### src/rtl/sr_latch_controller.sv
// sr_latch_controller
//   Arbitrates two level-held requests (set / clear) and drives an external
//   SR latch with a timed S or R pulse, then a guard gap with S=R=0. After the
//   gap it compares the latch feedback against the commanded value. All
//   outputs are registered.
//
// Parameters
//   PULSE_W  cycles S or R stays high (1..15)
//   GAP_W    guard cycles with S=R=0 after each pulse (1..15)
//
// Ports
//   clk       sole clock, rising edge
//   rst       synchronous active-high reset
//   set_req   request to drive the latch to Q=1 (held until set_ack)
//   clr_req   request to drive the latch to Q=0 (held until clr_ack)
//   q_fb      latch Q fed back from the external SR latch
//   S, R      latch drives, never high together
//   set_ack   one-cycle pulse when a set operation completes
//   clr_ack   one-cycle pulse when a clear operation completes
//   busy      high while an operation is in progress
//   q_exp     latch value last commanded
//   mismatch  sticky: q_fb differed from q_exp at a check point
module sr_latch_controller #(
  parameter int unsigned PULSE_W = 2,
  parameter int unsigned GAP_W   = 1
) (
  input  logic clk,
  input  logic rst,
  input  logic set_req,
  input  logic clr_req,
  input  logic q_fb,
  output logic S,
  output logic R,
  output logic set_ack,
  output logic clr_ack,
  output logic busy,
  output logic q_exp,
  output logic mismatch
);

  typedef enum logic [1:0] {
    IDLE,
    PULSE,
    GAP,
    CHECK
  } state_t;

  localparam logic [3:0] PULSE_LAST = 4'(PULSE_W - 1);
  localparam logic [3:0] GAP_LAST   = 4'(GAP_W - 1);

  state_t     state, state_nx;
  logic [3:0] cnt, cnt_nx;
  // Direction of the current (or most recent) grant; reset value 0 means
  // "clear was granted last", so set wins the first tie.
  logic       grant_set, grant_set_nx;
  logic       s_nx, r_nx, set_ack_nx, clr_ack_nx, busy_nx, q_exp_nx, mismatch_nx;

  always_comb begin
    state_nx     = state;
    cnt_nx       = cnt;
    grant_set_nx = grant_set;
    s_nx         = 1'b0;
    r_nx         = 1'b0;
    set_ack_nx   = 1'b0;
    clr_ack_nx   = 1'b0;
    q_exp_nx     = q_exp;
    mismatch_nx  = mismatch;

    case (state)
      IDLE: begin
        if (set_req || clr_req) begin
          // Round-robin on a tie: the side not granted last wins.
          grant_set_nx = set_req && (!clr_req || !grant_set);
          cnt_nx       = '0;
          state_nx     = PULSE;
        end
      end
      PULSE: begin
        s_nx = grant_set;
        r_nx = !grant_set;
        if (cnt == PULSE_LAST) begin
          cnt_nx   = '0;
          state_nx = GAP;
        end else begin
          cnt_nx = cnt + 4'd1;
        end
      end
      GAP: begin
        if (cnt == GAP_LAST) begin
          cnt_nx   = '0;
          state_nx = CHECK;
        end else begin
          cnt_nx = cnt + 4'd1;
        end
      end
      CHECK: begin
        q_exp_nx   = grant_set;
        set_ack_nx = grant_set;
        clr_ack_nx = !grant_set;
        if (q_fb != grant_set) begin
          mismatch_nx = 1'b1;
        end
        state_nx = IDLE;
      end
      default: begin
        state_nx = IDLE;
      end
    endcase

    busy_nx = (state_nx != IDLE);
  end

  // Outputs are registered from the decode of the current state, so every
  // drive appears one cycle after the state that produces it.
  always_ff @(posedge clk) begin
    if (rst) begin
      state     <= IDLE;
      cnt       <= '0;
      grant_set <= 1'b0;
      S         <= 1'b0;
      R         <= 1'b0;
      set_ack   <= 1'b0;
      clr_ack   <= 1'b0;
      busy      <= 1'b0;
      q_exp     <= 1'b0;
      mismatch  <= 1'b0;
    end else begin
      state     <= state_nx;
      cnt       <= cnt_nx;
      grant_set <= grant_set_nx;
      S         <= s_nx;
      R         <= r_nx;
      set_ack   <= set_ack_nx;
      clr_ack   <= clr_ack_nx;
      busy      <= busy_nx;
      q_exp     <= q_exp_nx;
      mismatch  <= mismatch_nx;
    end
  end

endmodule

### config.mk
export PLATFORM = sky130hd
export DESIGN_NAME = sr_latch_controller
export DESIGN_NICKNAME = d
export VERILOG_FILES = /design/src/rtl/sr_latch_controller.sv
export SDC_FILE = /design/constraint.sdc
export NUM_CORES = 1
export LEC_CHECK = 0
export ABC_CLOCK_PERIOD_IN_PS = 1970
export BUFFER_PORTS_ARGS = -buffer_cell sky130_fd_sc_hd__buf_2
export CELL_PAD_IN_SITES_DETAIL_PLACEMENT = 1
export CELL_PAD_IN_SITES_GLOBAL_PLACEMENT = 1
export CORE_ASPECT_RATIO = 1.4
export CORE_UTILIZATION = 40
export DETAILED_ROUTE_END_ITERATION = 12
export GPL_ROUTABILITY_DRIVEN = 0
export GPL_TIMING_DRIVEN = 0
export HOLD_SLACK_MARGIN = 0.1
export PLACE_DENSITY = 0.86
export SLEW_MARGIN = 20
export SYNTH_ARGS = -nofsm -noshare
export SYNTH_HDL_FRONTEND = slang
export SYNTH_SLANG_ARGS = --single-unit
export TNS_END_PERCENT = 1
### constraint.sdc
create_clock -name clk -period 1.97 [get_ports clk]
set_clock_uncertainty 0.1 [all_clocks]
set_input_delay 0.0985 -clock clk [delete_from_list [all_inputs] [get_ports clk]]
set_output_delay 0.0985 -clock clk [all_outputs]
set_load 0.005 [all_outputs]
# Word level (Yosys, flattened, before mapping)
# Index checks and enable logic that the tools add are counted.
# word_totals
in_bits	5
wordCells	41
output_inout_bits	7
reg_bits	14
# classes
eq_ne	6
reduce_logical	14
addsub	1
n_bitwise	2
muxes	8
# op_table
operator	count
$mux W4	3
$pmux W4 S3	1
$pmux W2 S4	1
$mux W2	3
$reduce_and A2 Y1	3
$add A4 B1 Y4 const B	1
$eq A2 B2 Y1 const B	2
$eq A4 B1 Y1 const B	1
$logic_not A4 Y1	1
$reduce_or A2 Y1	2
$reduce_bool A3 Y1	1
$eq A2 B1 Y1 const B	1
$logic_not A1 Y1	2
$logic_not A2 Y1	1
$logic_or A1 B1 Y1	2
$ne A2 B2 Y1 const B	1
$not A1 Y1	2
$reduce_bool A2 Y1	1
$logic_and A1 B1 Y1	1
$ne A1 B1 Y1	1

# Logic depth before layout (Yosys ltp)
# Gate-level depths: netlist of run 1.
# logic_depth
word_depth	4
depth_mapped	6
mapped_depth_nobuf	6

# Least setup slack after synthesis of run 1
# OpenSTA, ideal clock, no wires.
# synth_timing
path_kind	register -> register
startpoint	register state[0]
endpoint	register cnt[2]
synth_period_minus_slack_ps	1582
slack_ps	388
arrival_time_ps	1407
path_stages_with_launch	7
n_path_buf	0
required_time_ps	1796
setup_time_ps	74
path_cell_list	dfxtp_1 > inv_1 > ha_1 > nor3b_2 > a311oi_4 > nand3b_1 > a31oi_1
# synth_via
elab_chain_cells	3
elab_cells_between_ends	7
classes_between	eq/ne (3); mux (1); reduce/logical (3)
# synth_lines
element	line_no	text
start, declared	51	state_t state, state_nx;
start signal, assigned	128	state <= state_nx;
$eq A2 B2 Y1, or another cell as far along	69	case (state)
$reduce_bool A3 Y1 (no line) / $ne A2 B2 Y1 (equally long branches)	--	
$reduce_and A2 Y1 (no line)	--	
end signal, assigned	129	cnt <= cnt_nx;
end, declared	52	logic [3:0] cnt, cnt_nx;
# Several ways; a longest one is shown, not always the timed one.
# A chain may end at the register's enable or synchronous reset.

# Final worst setup path of run 1
# layout_timing
startpoint	register state[1]
endpoint	register grant_set
# layout_via
elab_chain_cells	2
# layout_lines
element	line_no	text
$logic_not A2 Y1	69	
$reduce_and A2 Y1 (no line)	--	
end signal, assigned	130	grant_set <= grant_set_nx;
end, declared	55	logic grant_set, grant_set_nx;
# Every way passes these cells.

==> results of run 1 <==
-- through the flow --
stage | power, W | hold slack (ns)
2_1_floorplan | 0.000380 | 0.0706
3_3_place_gp | 0.000406 | 0.212
3_5_place_dp | 0.000412 | 0.215
4_1_cts | 0.000640 | 0.416
5_1_grt | 0.000665 | 0.452
6_report | 0.000636 | 0.403
-- worst paths after layout --
kind	end	start	slack, ns	cells after the start
max	grant_set	state[1]	0.18	4
min	q_exp	q_exp	0.40	2
max reg2reg	grant_set	state[1]	0.18	4
min reg2reg	q_exp	q_exp	0.40	2
-- worst max-delay path, cell delays in order (launching register included) --
cell,delay (ns)
dfxtp_1,0.43
inv_1,0.11
ha_1,0.24
a311oi_1,0.28
dlygate4sd3_1,0.58
-- timing repair --
item | CTS | global route
hold buffers | 5 | 0
setup endpoints to repair | 0 | 1
gates resized for setup | 0 | 1
endpoints found under the hold margin | 6 | 0
-- metal layers --
layer  vias to the layer above  GRT usage [%]  share of wire, %
li1                        311              -                 -
met2                        14           39.3                57
met5                         -              0                 0
met4                         0           12.5               2.6
met3                         5           5.53               2.6
met1                       309           17.7                38
-- final cells by class --
type,count,area (um^2),area share (%)
clock buffer,4,36.3,4.01
tap,20,25.0,2.77
inverter,6,22.5,2.49
timing repair buffer,16,105,11.6
multi-input combinational,55,427,47.2
buffer,2,7.51,0.830
sequential,14,282,31.1
-- power groups by stage --
stage	Clock, W	Sequential, W	Combinational [W]
finish	0.000219	0.000303	0.000115
global route	0.000234	0.000304	0.000126
CTS	0.000225	0.000303	0.000113
detailed placement	0	0.000309	0.000103
global placement	0	0.000308	0.0000977
floorplan	0	0.000308	0.0000717
-- logic make-up after synthesis --
kind of cell,share of synthesized area [%]
fa+ha+maj,13.6
simple gates,23.1
buf+inv,4.07
flops,38.0
compound gates,18.7
xor+xnor,1.19
mux,1.36
-- layout by cell type (no fill, tap or decap), types with 2 or more instances in the layout --
| cell type | synthesis | routed |
|---|---|---|
| nor3b_2 | 2 | 2 |
| clkbuf_1 | 2 | 2 |
| and3b_1 | 2 | 2 |
| a21o_1 | 3 | 3 |
| dfxtp_1 | 14 | 13 |
| inv_1 | 6 | 6 |
| a21oi_1 | 3 | 3 |
| nand3_1 | 3 | 3 |
| nor3b_1 | 2 | 2 |
| nand3b_1 | 2 | 2 |
| clkbuf_4 | 0 | 3 |
| nand2_1 | 6 | 6 |
| nand2b_1 | 2 | 2 |
| nor2_1 | 6 | 6 |
| a31oi_1 | 3 | 3 |
| dlygate4sd3_1 | 0 | 5 |
| buf_2 | 0 | 11 |
| ha_1 | 8 | 8 |
==> run metrics, run 1 <==
initial antenna violation count 0; global-route wire length before repair between 2000 and 3000 um; Design Area, Final 905 um^2; sw frac between 20% and 30%; Final Worst Setup Slack approximately 0.18 ns; Clock Tree Buf Depth 2; sequential share of power around 48%; Post-Place Cell Area 817 um^2; routed len/inst 15.2 um; area of the mapped netlist around 740 um^2; sequential area share after synthesis a little under two fifths; maximum VDD drop roughly 370 uV; synth cell count leaders dfxtp_1, ha_1, inv_1, nand2_1, nor2_1; setup slack at placement between 0.15 and 0.2 ns; insertion delay to the later sink of the worst-skew pair about 0.30 ns; Lkg Pwr 0.395 nW; Crit Path Category register to register; Internal 0.000458 W; IO Port Bufs 11; Via density 5.46; nets approximately 110; final count of hold timing violations 0; die width 38.3 um; Post-synth EDFFs 0; net count after synthesis 90; CTS root buf clkbuf_4; full die area about 2000 um^2; CP startpoint kind register; Min-Delay Path Class register to register; worst-margin pin slew just under 0.5 ns; Req. time, crit path ~2.1 ns; main flop type after synthesis dfxtp_1; final setup violating endpoints 0; diode count 0; Synth top area share around two fifths; RSZ-0062 raised after global routing false; clk sink count 14; fin. max-slew vios 0; placed insts approximately 110; Die Ht 52.8 um; clk slew on worst S/H paths about 0.090 ns; share of cells above drive strength 1 21.6%; CTS HTree Levels 1; Num CTS Buffers 3; Largest regs cnt x4, state x2; fin crit period about 1.8 ns; Pwr Density approximately 700 nW/um^2; first-pass iteration count of the detailed router 4; DRC errors left 0; ranking of synthesized cells by area dfxtp_1, ha_1, a311oi_4; core area roughly 1800 um^2; starting density of the core a little over two fifths; f_max around 560 MHz; Layout fillers about 200; vias in the first global route approximately 670; final non-filler cell total 117; most frequent cell after synthesis dfxtp_1; max reg flops 4; Synthesis Warnings 0; FF+latch count, synth 14; Gate power share approximately 18%; total grt overflow 0; TritonCTS clock tree done; period utilisation layout between 90% and 100%; Mean Syn Cell Area between 9 and 10 um^2; CP Data Arrival Time between 1.5 and 2 ns; via count ~640; Clk pwr share 34.4%; Post-synth ARST share 0%; post-CTS setup buffer count 0; max cap viols 0; Critical Path End Type register; worst-path fanout max 5; largest area contributor in the netlist dfxtp_1; Total GRT Usage around a fifth; Total Wirelength 1780 um; Largest Register cnt; Layout Area Growth over Synthesis 22.8%; Post-DRT Antenna Nets 0; initial DRC count 4; slew margin rel. 67.8%; Cells after Synth 77; Final Util 51.5%; status complete, no violations; Site Rows 18; largest net degree at the start of global routing 11; io pins 12; Switch Pwr around 0.00018 W; synth unique cells 28; Final TNS setup 0 ns; hpwl dp 1320 um
(Power assumes the default switching activity.)
==> run 2: changes to the inputs <==
--- a/config.mk
+++ b/config.mk
@@ -5,7 +5,7 @@
 export SDC_FILE = /design/constraint.sdc
 export NUM_CORES = 1
 export LEC_CHECK = 0
-export ABC_CLOCK_PERIOD_IN_PS = 1970
+export ABC_CLOCK_PERIOD_IN_PS = 1700
 export BUFFER_PORTS_ARGS = -buffer_cell sky130_fd_sc_hd__buf_2
 export CELL_PAD_IN_SITES_DETAIL_PLACEMENT = 1
 export CELL_PAD_IN_SITES_GLOBAL_PLACEMENT = 1
==> constraint.sdc (replaced) <==
create_clock -name clk -period 1.7 [get_ports clk]
set_clock_uncertainty 0.1 [all_clocks]
set_input_delay 0.085 -clock clk [delete_from_list [all_inputs] [get_ports clk]]
set_output_delay 0.085 -clock clk [all_outputs]
set_load 0.005 [all_outputs]
==> run metrics, run 2 (synthesis gave the netlist of run 1 again) <==
maximum VDD drop ~440 uV; final count of hold timing violations 0; fin. max-slew vios 0; Pwr Density between 700 and 800 nW/um^2; vias in the first global route roughly 630; share of cells above drive strength 1 approximately 34%; final setup violating endpoints 0; global-route wire length before repair roughly 2800 um; Via density 5.39; total grt overflow 0; Total GRT Usage between 20% and 30%; nets approximately 110; slew margin rel. about 68%; period utilisation layout 95.9%; hold depth 2; largest net degree at the start of global routing 11; Clock Tree Buf Depth 2; commonest non-fill, non-tap cell in the layout buf_2; Largest regs cnt x4, state x2; clk sink count 14; TritonCTS clock tree done; clk slew on worst S/H paths roughly 0.090 ns; max reg flops 4; first-pass iteration count of the detailed router 4; Post-DRT Antenna Nets 0; Num CTS Buffers 3; hpwl dp 1320 um; R2R Setup Slk approximately 0.069 ns; Lkg Pwr ~0.42 nW; final non-filler cell total approximately 120; RSZ-0062 raised after global routing false; Crit Path Category register to register; placed insts between 100 and 150; Total Wirelength 1960 um; Layout Area Growth over Synthesis 34.0%; Final TNS setup 0 ns; DRC errors left 0; Final Util between 50% and 60%; full die area 2020 um^2; status complete, no violations; CP startpoint state[1]; f_max slightly above 600 MHz; Die Ht between 50 and 60 um; CP Data Arrival Time between 1.5 and 2 ns; R2R depth 6; diode count 0; via count 642; routed len/inst between 15 and 20 um; FF-to-FF Start state[1]; Critical Path End Type register; Site Rows 18; most frequent cells in the layout buf_2, dfxtp_1, nor2_1, nand2_1, ha_1; die width approximately 38 um; worst-path fanout max 5; hold path startpoint q_exp; Final Worst Setup Slack 0.0694 ns; Largest Register cnt; starting density of the core a little over two fifths; IO Port Bufs 11; initial antenna violation count 0; insertion delay to the later sink of the worst-skew pair ~0.30 ns; fin crit period about 1.6 ns; setup slack at placement -0.0865 ns; initial DRC count 9; worst-margin pin slew between 0.4 and 0.5 ns; io pins 12; max cap viols 0; CTS HTree Levels 1; Min-Delay Path Class register to register; Req. time, crit path between 1.5 and 2 ns; CP startpoint kind register; CTS root buf clkbuf_4; core area between 1500 and 2000 um^2
==> run 2: cell types whose count changed in the layout (fill, tap and decap cells not counted), sizes merged <==
cell         previous run  this run
buf                    11        14
dlygate4sd3             5         4
==> run 2: per-stage QoR <==
stage	area (um^2)	hold WS, ns	total power [W]
floorplan	737	0.0571	0.000440
global placement	817	0.198	0.000470
CTS	928	0.411	0.000753
finish	987	0.410	0.000769
detailed placement	817	0.202	0.000478
global route	987	0.431	0.000805
==> run 2: timing repair <==
item                       CTS  global route
hold buffers                 4             0
gates resized for setup     10             7
setup endpoints to repair    4             3
buffers inserted             0             3
gates cloned                 0             0
pin swaps                    1             2
hold endpoints to repair     6             0
==> run 2: layout make-up <==
class / instances / area, um^2
fill: 202 / 769
sequential: 14 / 293
tap: 20 / 25.0
timing repair buffer: 18 / 118
multi-input combinational: 55 / 485
inverter: 6 / 22.5
buffer: 2 / 7.51
clock buffer: 4 / 36.3
==> run 2: power breakdown <==
part | internal, W | switching, W | total, W
Sequential | 0.000340 | 0.00000725 | 0.000347
Combinational | 0.0000757 | 0.0000875 | 0.000163
Clock | 0.000131 | 0.000127 | 0.000259
==> run 2: worst paths after layout <==
kind	to
max	cnt[2]
min	q_exp
max reg2reg	cnt[2]
min reg2reg	q_exp
==> run 2: worst max-delay path, stage by stage, from the launching register on <==
cell,delay [ns]
dfxtp_4,0.38
inv_2,0.07
ha_4,0.29
inv_1,0.07
a311oi_4,0.33
nand3b_1,0.13
a31oi_1,0.19
==> run 2: routing by layer <==
metal  vias up  track usage [%]  share of wire (%)  wire [um]
li1        314                -                  -          -
met1       304             20.6                 36        698
met2        17             39.0                 56       1110
met3         7             5.11                4.1         81
met4         0             10.7                3.8         74
met5         -                0                  0          0
